`src/rtl/cordic_pkg.sv`:
```
// Shared types and constants for the sequential CORDIC engine.
// ATAN_TBL[i] = round(atan(2^-i) * 2^30), i = 0..30, Q2.30 radians.
package cordic_pkg;

    localparam int DATA_W = 32;
    localparam int FRAC_W = 30;
    localparam int ATAN_N = 31;

    typedef enum logic [2:0] {
        IDLE,
        XUPD,
        YUPD,
        ZUPD,
        DONE
    } state_t;

    localparam logic [DATA_W-1:0] ATAN_TBL [0:ATAN_N-1] = '{
        32'h3243F6A9, 32'h1DAC6705, 32'h0FADBAFD, 32'h07F56EA7,
        32'h03FEAB77, 32'h01FFD55C, 32'h00FFFAAB, 32'h007FFF55,
        32'h003FFFEB, 32'h001FFFFD, 32'h00100000, 32'h00080000,
        32'h00040000, 32'h00020000, 32'h00010000, 32'h00008000,
        32'h00004000, 32'h00002000, 32'h00001000, 32'h00000800,
        32'h00000400, 32'h00000200, 32'h00000100, 32'h00000080,
        32'h00000040, 32'h00000020, 32'h00000010, 32'h00000008,
        32'h00000004, 32'h00000002, 32'h00000001
    };

    // Index 31 is never reached for legal ITER; it reads as zero.
    function automatic logic [DATA_W-1:0] atan_lut(input logic [4:0] idx);
        return (idx < 5'(ATAN_N)) ? ATAN_TBL[idx] : '0;
    endfunction

endpackage

```
`src/rtl/fullAdder32b.sv`:
```
// 32-bit adder/subtractor: cin=0 gives a+b, cin=1 gives a-b; combinational, result wraps mod 2^32.
// The carry-out is not needed by any user, so it is not produced.
module fullAdder32b (
    input  logic [31:0] a,
    input  logic [31:0] b,
    input  logic        cin,
    output logic [31:0] sum
);

    assign sum = a + (b ^ {32{cin}}) + {31'b0, cin};

endmodule

```
`src/rtl/cordic_seq_ctrl.sv`:
```
// Rotation-mode CORDIC, one shared add/sub, three cycles per micro-rotation; done 3*ITER+1 cycles after start.
// No backpressure: start is honoured only in IDLE, ignored otherwise; gain is left uncompensated.
module cordic_seq_ctrl #(
    parameter int ITER = 16
) (
    input  logic        clk,
    input  logic        rst_n,
    input  logic        start,
    input  logic [31:0] x0,
    input  logic [31:0] y0,
    input  logic [31:0] z0,
    output logic        busy,
    output logic        done,
    output logic [31:0] x_out,
    output logic [31:0] y_out,
    output logic [31:0] z_out
);
    import cordic_pkg::*;

    localparam logic [4:0] LAST_I = 5'(ITER - 1);

    state_t            state_q, state_d;
    logic [4:0]        i_q, i_d;
    logic              d_q, d_d;
    logic [DATA_W-1:0] x_q, x_d;
    logic [DATA_W-1:0] y_q, y_d;
    logic [DATA_W-1:0] z_q, z_d;
    logic [DATA_W-1:0] xp_q, xp_d;
    logic              busy_q, busy_d;
    logic              done_q, done_d;

    logic [DATA_W-1:0] add_a;
    logic [DATA_W-1:0] add_b;
    logic              add_cin;
    logic [DATA_W-1:0] add_sum;

    fullAdder32b u_addsub (
        .a   (add_a),
        .b   (add_b),
        .cin (add_cin),
        .sum (add_sum)
    );

    always_comb begin
        state_d = state_q;
        i_d     = i_q;
        d_d     = d_q;
        x_d     = x_q;
        y_d     = y_q;
        z_d     = z_q;
        xp_d    = xp_q;
        add_a   = '0;
        add_b   = '0;
        add_cin = 1'b0;

        case (state_q)
            IDLE: begin
                if (start) begin
                    x_d     = x0;
                    y_d     = y0;
                    z_d     = z0;
                    i_d     = '0;
                    state_d = XUPD;
                end
            end
            XUPD: begin
                // d=1 (z non-negative) rotates positive: x - (y>>>i)
                d_d     = ~z_q[DATA_W-1];
                xp_d    = x_q;
                add_a   = x_q;
                add_b   = $signed(y_q) >>> i_q;
                add_cin = ~z_q[DATA_W-1];
                x_d     = add_sum;
                state_d = YUPD;
            end
            YUPD: begin
                // x_prev keeps the pre-update x so both rotations use the same vector
                add_a   = y_q;
                add_b   = $signed(xp_q) >>> i_q;
                add_cin = ~d_q;
                y_d     = add_sum;
                state_d = ZUPD;
            end
            ZUPD: begin
                add_a   = z_q;
                add_b   = atan_lut(i_q);
                add_cin = d_q;
                z_d     = add_sum;
                if (i_q == LAST_I) begin
                    state_d = DONE;
                end else begin
                    i_d     = i_q + 5'd1;
                    state_d = XUPD;
                end
            end
            DONE: begin
                state_d = IDLE;
            end
            default: begin
                state_d = IDLE;
            end
        endcase

        busy_d = (state_d == XUPD) || (state_d == YUPD) || (state_d == ZUPD);
        done_d = (state_d == DONE);
    end

    always_ff @(posedge clk or negedge rst_n) begin
        if (!rst_n) begin
            state_q <= IDLE;
            i_q     <= '0;
            d_q     <= 1'b0;
            x_q     <= '0;
            y_q     <= '0;
            z_q     <= '0;
            xp_q    <= '0;
            busy_q  <= 1'b0;
            done_q  <= 1'b0;
        end else begin
            state_q <= state_d;
            i_q     <= i_d;
            d_q     <= d_d;
            x_q     <= x_d;
            y_q     <= y_d;
            z_q     <= z_d;
            xp_q    <= xp_d;
            busy_q  <= busy_d;
            done_q  <= done_d;
        end
    end

    assign busy  = busy_q;
    assign done  = done_q;
    assign x_out = x_q;
    assign y_out = y_q;
    assign z_out = z_q;

endmodule

```
`config.mk`:
```
export PLATFORM = sky130hd
export DESIGN_NAME = cordic_seq_ctrl
export DESIGN_NICKNAME = d
export VERILOG_FILES = /design/src/rtl/cordic_pkg.sv /design/src/rtl/fullAdder32b.sv /design/src/rtl/cordic_seq_ctrl.sv
export SDC_FILE = /design/constraint.sdc
export NUM_CORES = 1
export LEC_CHECK = 0
export BUFFER_PORTS_ARGS = -buffer_cell sky130_fd_sc_hd__clkbuf_2
export CAP_MARGIN = 5
export CELL_PAD_IN_SITES_DETAIL_PLACEMENT = 1
export CELL_PAD_IN_SITES_GLOBAL_PLACEMENT = 1
export CORE_ASPECT_RATIO = 1.4
export CORE_MARGIN = 3
export CORE_UTILIZATION = 47
export CTS_CLUSTER_SIZE = 14
export DETAILED_ROUTE_END_ITERATION = 7
export PLACE_DENSITY_LB_ADDON = 0.1
export SYNTH_ARGS = -nofsm -noshare
export SYNTH_HDL_FRONTEND = slang
export SYNTH_HIERARCHICAL = 1
export SYNTH_SLANG_ARGS = --single-unit
```
`constraint.sdc`:
```
create_clock -name clk -period 8.9 [get_ports clk]
set_input_delay 0.89 -clock clk [delete_from_list [all_inputs] [get_ports clk]]
set_output_delay 0.89 -clock clk [all_outputs]
set_load 0.05 [all_outputs]
```
### After elaboration in Yosys (flattened, before gate mapping)

Memory sizes are Yosys's and may differ from the RTL's.
Index checks and enable logic that the tools add are counted.

| word-level totals | value |
|---|---|
| flip-flop bits (word level) | 139 |
| memory bits (read-only) | 1024 |
| output and inout port bits | 98 |
| word-level logic and storage cells | 59 |
| memories | 1 |

Memory list:

| memory | words | width | read ports | clocked after memory_dff | wr ports | line | RTL |
|---|---|---|---|---|---|---|---|
| (no name shown) | 32 | 32 | 1 | 0 | 0 | cordic_pkg.sv:30 | `return (idx < 5'(ATAN_N)) ? ATAN_TBL[idx] : '0;` |

| operators by class | value |
|---|---|
| $add $sub $neg | 3 |
| $lt $le $gt $ge | 2 |
| eq/ne operators | 10 |
| shifts and indexed selects | 2 |
| multiplexer cells | 18 |
| bitwise gates (word level) | 4 |
| reductions and logical operators | 10 |

Operators by type and width:

| kind | count |
|---|---|
| two-way mux 32 bit | 6 |
| one-hot mux 32 bit (2 select lines) | 3 |
| one-hot mux 32 bit (3 select lines) | 2 |
| >>> shifter 32 x 5 -> 32 bit | 2 |
| adder 32 x 1 -> 32 bit | 1 |
| adder 32 bit | 1 |
| XOR 32 bit | 1 |
| == test 3 x 2 -> 1 bit (second input constant) | 4 |
| one-hot mux 3 bit (4 select lines) | 1 |
| two-way mux 5 bit | 2 |
| one-hot mux 5 bit (2 select lines) | 1 |
| == test 3 x 1 -> 1 bit (second input constant) | 2 |
| greater-or-equal comparator 6 bit (second input constant) | 1 |
| two-way mux 3 bit | 2 |
| inverter 5 -> 6 bit | 1 |
| AND reduction 2 bit | 3 |
| nonzero test 2 bit | 3 |
| adder 5 x 1 -> 5 bit (second input constant) | 1 |
| == test 5 x 4 -> 1 bit (second input constant) | 1 |
| < comparator 5 bit (second input constant) | 1 |
| != test 2 bit (second input constant) | 2 |
| == test 3 bit (second input constant) | 1 |
| zero test 3 bit | 1 |
| one-hot mux 1 bit (3 select lines) | 1 |
| other kinds (3) | 5 |

### Depth between registers and ports, before layout

| depth | value |
|---|---|
| depth after elaboration | 10 |
| gate-level depth with buffers | 24 |
| mapped depth without buffers | 19 |

### Cells and area by module

The synthesis kept the hierarchy.

Modules (own cells, without submodules):

| module | instances | cells an instance | area each (um2) | seq. area each (um2) |
|---|---|---|---|---|
| cordic_seq_ctrl | 1 | 1163 | 10007.1 | 3478.3 |
| fullAdder32b | 1 | 274 | 2055.7 | 0.0 |

### Worst setup path after synthesis

Ideal clock, no wire load.

| path | value |
|---|---|
| path kind | register -> register |
| start | register i_q[0] |
| end | register x_q[31] (netlist: x_out[31]) |
| library setup time | 0.084 ns |
| arrival | 4.836 ns |
| required time | 8.816 ns |
| slack | 3.981 ns |
| stages on the path, launching flop included | 24 |
| buffers on the path | 4 |
| clock period less this slack | 4.919 ns |
| path through | dfrtp_1 clkbuf_1 clkinv_1 buf_2 buf_1 clkbuf_1 ha_1 nor2_1 a21oi_1 nor3_1 a21oi_1 or2_2 o31ai_1 xor2_1 ha_1 a21oi_1 o221ai_4 o211ai_1 o211ai_2 a221oi_2 o31ai_1 xnor2_1 mux2i_1 o21ai_0 |

| on the way | value |
|---|---|
| word-level cells in the longest chain between the ends | 10 |
| elaborated cells on any way between the ends | 13 |
| those cells by class | add/sub: 2; order compare: 1; shift: 2; mux: 5; bitwise: 2; memory: 1 |

Ends and longest elaborated chain:

| what | line | RTL |
|---|---|---|
| start: declaration | cordic_seq_ctrl.sv:23 | `logic [4:0] i_q, i_d;` |
| start signal: assignment | cordic_seq_ctrl.sv:121 | `i_q <= i_d;` |
| inverter 5 -> 6 bit (not written as such) | cordic_pkg.sv:30 |  |
| memory (32 x 32 bit) | n/a |  |
| two-way mux 32 bit (not written as such) (2 in series) | cordic_pkg.sv:30 |  |
| two-way mux 32 bit | cordic_pkg.sv:30 |  |
| one-hot mux 32 bit (3 select lines) (*) | cordic_seq_ctrl.sv:56 | `case (state_q)` |
| net add_b[2] | cordic_seq_ctrl.sv:33 | `logic [DATA_W-1:0] add_b;` |
| XOR 32 bit (*) | fullAdder32b.sv:10 | `assign sum = a + (b ^ {32{cin}}) + {31'b0, cin};` |
| adder 32 bit (*) | fullAdder32b.sv:10 |  |
| adder 32 x 1 -> 32 bit (*) | fullAdder32b.sv:10 |  |
| net add_sum[31] | cordic_seq_ctrl.sv:35 | `logic [DATA_W-1:0] add_sum;` |
| one-hot mux 32 bit (2 select lines) (*) | cordic_seq_ctrl.sv:56 |  |
| end signal: assignment | cordic_seq_ctrl.sv:113 | `x_q <= '0;` |
| end signal: assignment | cordic_seq_ctrl.sv:123 | `x_q <= x_d;` |
| end: declaration | cordic_seq_ctrl.sv:25 | `logic [DATA_W-1:0] x_q, x_d;` |

The timed path passes the listed nets; every way through them passes the cells marked *. The select of a mux whose other input is x is not followed.
A chain may end at the register's enable or synchronous reset.

### Worst setup path in the final report

| path | value |
|---|---|
| start | register state_q[2] |
| end | register x_q[31] (netlist: x_out[31]) |

| on the way | value |
|---|---|
| word-level cells in the longest chain between the ends | 6 |
| elaborated cells on any way between the ends | 14 |
| those cells by class | add/sub: 2; eq/ne: 4; mux: 4; bitwise: 1; reduce/logical: 3 |

Ends and longest elaborated chain:

| what | line | RTL |
|---|---|---|
| start: declaration | cordic_seq_ctrl.sv:22 | `state_t state_q, state_d;` |
| start signal: assignment | cordic_seq_ctrl.sv:120 | `state_q <= state_d;` |
| == test 3 x 2 -> 1 bit / == test 3 x 1 -> 1 bit (equally long branches) | cordic_seq_ctrl.sv:56 |  |
| one-hot mux 32 bit (3 select lines) (*) | cordic_seq_ctrl.sv:56 |  |
| net add_b[3] | cordic_seq_ctrl.sv:33 |  |
| XOR 32 bit (*) | fullAdder32b.sv:10 |  |
| adder 32 bit (*) | fullAdder32b.sv:10 |  |
| adder 32 x 1 -> 32 bit (*) | fullAdder32b.sv:10 |  |
| net add_sum[31] | cordic_seq_ctrl.sv:35 |  |
| one-hot mux 32 bit (2 select lines) (*) | cordic_seq_ctrl.sv:56 |  |

The timed path passes the listed nets; every way through them passes the cells marked *.

==> results by group <==
Status
  – Status: completed

Synth
  – Syn Nets: 1,581
  – Gate Count Post-Synth: 1,437
  – Yosys warns: 6
  – Register bit total from synthesis: 139
  – Top-count cell post-synth: nand2_1
  – Top area cells in the synthesized netlist: dfrtp_1 (29%), nand2_1 (8.3%), mux2i_1 (7.6%)
  – Mapped Area: 0.0121 mm²
  – Main flop type after synthesis: dfrtp_1
  – Syn avg cell area: 8.39 µm²
  – Async SR Flop Fraction: 1.00
  – Post-synth top cells: nand2_1 (267), nor2_1 (156), dfrtp_1 (139), o21ai_0 (109), mux2i_1 (91)
  – Largest area contributor in the netlist: dfrtp_1
  – Yosys top cell area share: 0.288
  – Sequential share of the synthesized area: 0.288
  – EDFF count, synth: 0
  – Cell variety after synth: 80

Clocking
  – CTS tree: built
  – Clock latency on the worst-skew pair: 0.45 ns
  – Post-CTS Hold Fix Bufs: 0
  – Clock Sinks: 139
  – CTS Root Cell: clkbuf_16
  – Post-CTS setup buffer count: 0
  – CTS Buffer Depth: 2
  – Clock transition at path regs: 0.07 ns
  – CTS H-tree depth: 4
  – Cts repair resizes: 0
  – CTS Buf Count: 17

Min path
  – Hold Path Class: input port to asynchronous set/reset pin

Cells and area
  – N_diodes: 0
  – Share of cells above drive strength 1: 0.226
  – # fillers: 3,023
  – Area Growth Syn to Fin: 14.9%
  – Fin cells: 1,901
  – Design area: 0.0139 mm²
  – Nets: 1,717

Place
  – Gp weighted congestion: 1.00
  – Post-DP HPWL: 38,500 µm
  – # placed instances: 1,869
  – Cell Area, Placed: 0.0132 mm²
  – PortBufs: 196
  – Place WS: 2.62 ns

Worst setup path
  – WP data arrival: 6.93 ns
  – Crit end category: register
  – CP Class: register to register
  – CP Launch Type: register
  – Max FO, Critical Path: 51
  – Worst EP required: 9.25 ns

STA
  – Slew margin rel.: 0.344
  – Achievable Freq: 152 MHz
  – Setup TNS: 0 ns
  – RSZ-0062 raised after global routing: no
  – Final hold vios: 0
  – Max Slew Vio Count: 0
  – Final clock skew: 0.0175 ns
  – Final Setup Violations: 0
  – Minimum clock period: 6.59 ns
  – Final WS setup: 2.31 ns
  – Period utilisation layout: 0.740
  – Worst Tran Pin Value: 0.983 ns

Die
  – # IOs: 197
  – Core area: 0.0249 mm²
  – # rows: 68
  – Chip width: 141 µm
  – Starting Density: 0.484
  – Die Y: 196 µm
  – Die area: 0.0277 mm²

Route
  – DRT Pass-1 Iters: 6
  – DRT Wirelength: 53,800 µm
  – Via Count: 12,800
  – DRC Markers: 0
  – Routed WL per cell: 28.3 µm
  – First-iteration detailed-routing DRC count: 1,345
  – Final antenna-violating net count: 0
  – Via density: 6.75

GRT
  – Pin count of the biggest net entering global routing: 75
  – Global route overflow: 0
  – Initial antenna violation count: 0
  – Vias in the first global route: 13,500
  – All-Layer GR Usage: 0.386
  – Global-route wire length before repair: 82,400 µm

Job
  – # Max-Cap Violations: 0
metrics by stage:
stage	util	hold slack, ns
CTS	0.556	0.507
global placement	0.531	0.460
floorplan	-	0.441
finish	0.556	0.458
detailed placement	0.531	0.497
global route	0.556	0.523
placed cells by master, fill, tap and decap left out, drive strengths merged, types with 10 or more instances in the layout:
| cell | netlist | layout |
|---|---|---|
| nor2 | 156 | 156 |
| a31oi | 12 | 12 |
| a22oi | 46 | 46 |
| o21ai | 125 | 125 |
| xor2 | 45 | 45 |
| mux2i | 92 | 92 |
| o31ai | 14 | 14 |
| ha | 44 | 44 |
| a21oi | 62 | 62 |
| inv | 17 | 22 |
| mux4 | 41 | 41 |
| o211ai | 10 | 10 |
| nand3 | 16 | 16 |
| clkbuf | 70 | 214 |
| dfrtp | 139 | 139 |
| nor3 | 13 | 13 |
| nand2 | 267 | 267 |
| a21o | 12 | 12 |
| mux2 | 36 | 36 |
| o22ai | 49 | 49 |
| nand4 | 10 | 10 |
| buf | 37 | 29 |
| xnor2 | 19 | 19 |
routing by layer:
layer  routed length, µm  up-vias  part of all wire  global-route usage
met3                2990      178             0.056              0.0507
met1               20700     6524              0.39               0.477
met4                2850        0             0.053               0.181
li1                    -     5495                 -                   -
met5                   0        -                 0                   0
met2               27200      638              0.51               0.665
critical path: stages (launching register included):
cell	delay (ns)
dfrtp_1	0.42
nor3b_4	0.83
buf_12	0.41
mux4_1	0.75
mux4_2	0.54
and2_1	0.21
nor3_1	0.28
o22ai_1	0.21
xor2_1	0.19
ha_1	0.36
nand2_1	0.19
o221ai_4	0.20
o211ai_1	0.32
o211ai_2	0.19
a221oi_2	0.54
o31ai_1	0.21
xnor2_1	0.29
mux2i_1	0.11
o21ai_0	0.18
cell type report:
class	instances	area, µm²	area share
tap	315	394	0.0284
sequential	139	3480	0.251
timing repair buffer	224	1210	0.0873
clock buffer	19	443	0.0320
inverter	18	67.6	0.00487
multi-input combinational	1173	8090	0.583
clock inverter	13	179	0.0129
flip-flops by register name (all words and copies together), names as in the netlist:
signal and count:
d_q 1, busy 1, xp_q 32, y_out 32, state_q 3, z_out 32
done 1, x_out 32, i_q 5
worst paths after layout:
kind / from / endpoint / slack, ns / cells past startpoint
max in group asynchronous: rst_n / x_out[24] / 7.04 / 2
max: state_q[2] / x_out[31] / 2.31 / 18
min in group clk: xp_q[22] / xp_q[22] / 0.51 / 2
min reg2reg: xp_q[22] / xp_q[22] / 0.51 / 2
max reg2reg: state_q[2] / x_out[31] / 2.31 / 18
min: rst_n / z_out[8] / 0.46 / 1
cells by family after synthesis:
group,Yosys count,share of synthesized area
buffers and inverters,125,0.0438
flip-flops,139,0.288
AO/OA/AOI/OAI,396,0.215
multiplexers,169,0.189
adder cells (fa/ha/maj),45,0.0473
AND/OR/NAND/NOR,499,0.171
XOR/XNOR,64,0.0465
Power is not shown: default switching activity piles up to over one toggle a cycle in this logic, so the estimate is an artifact.
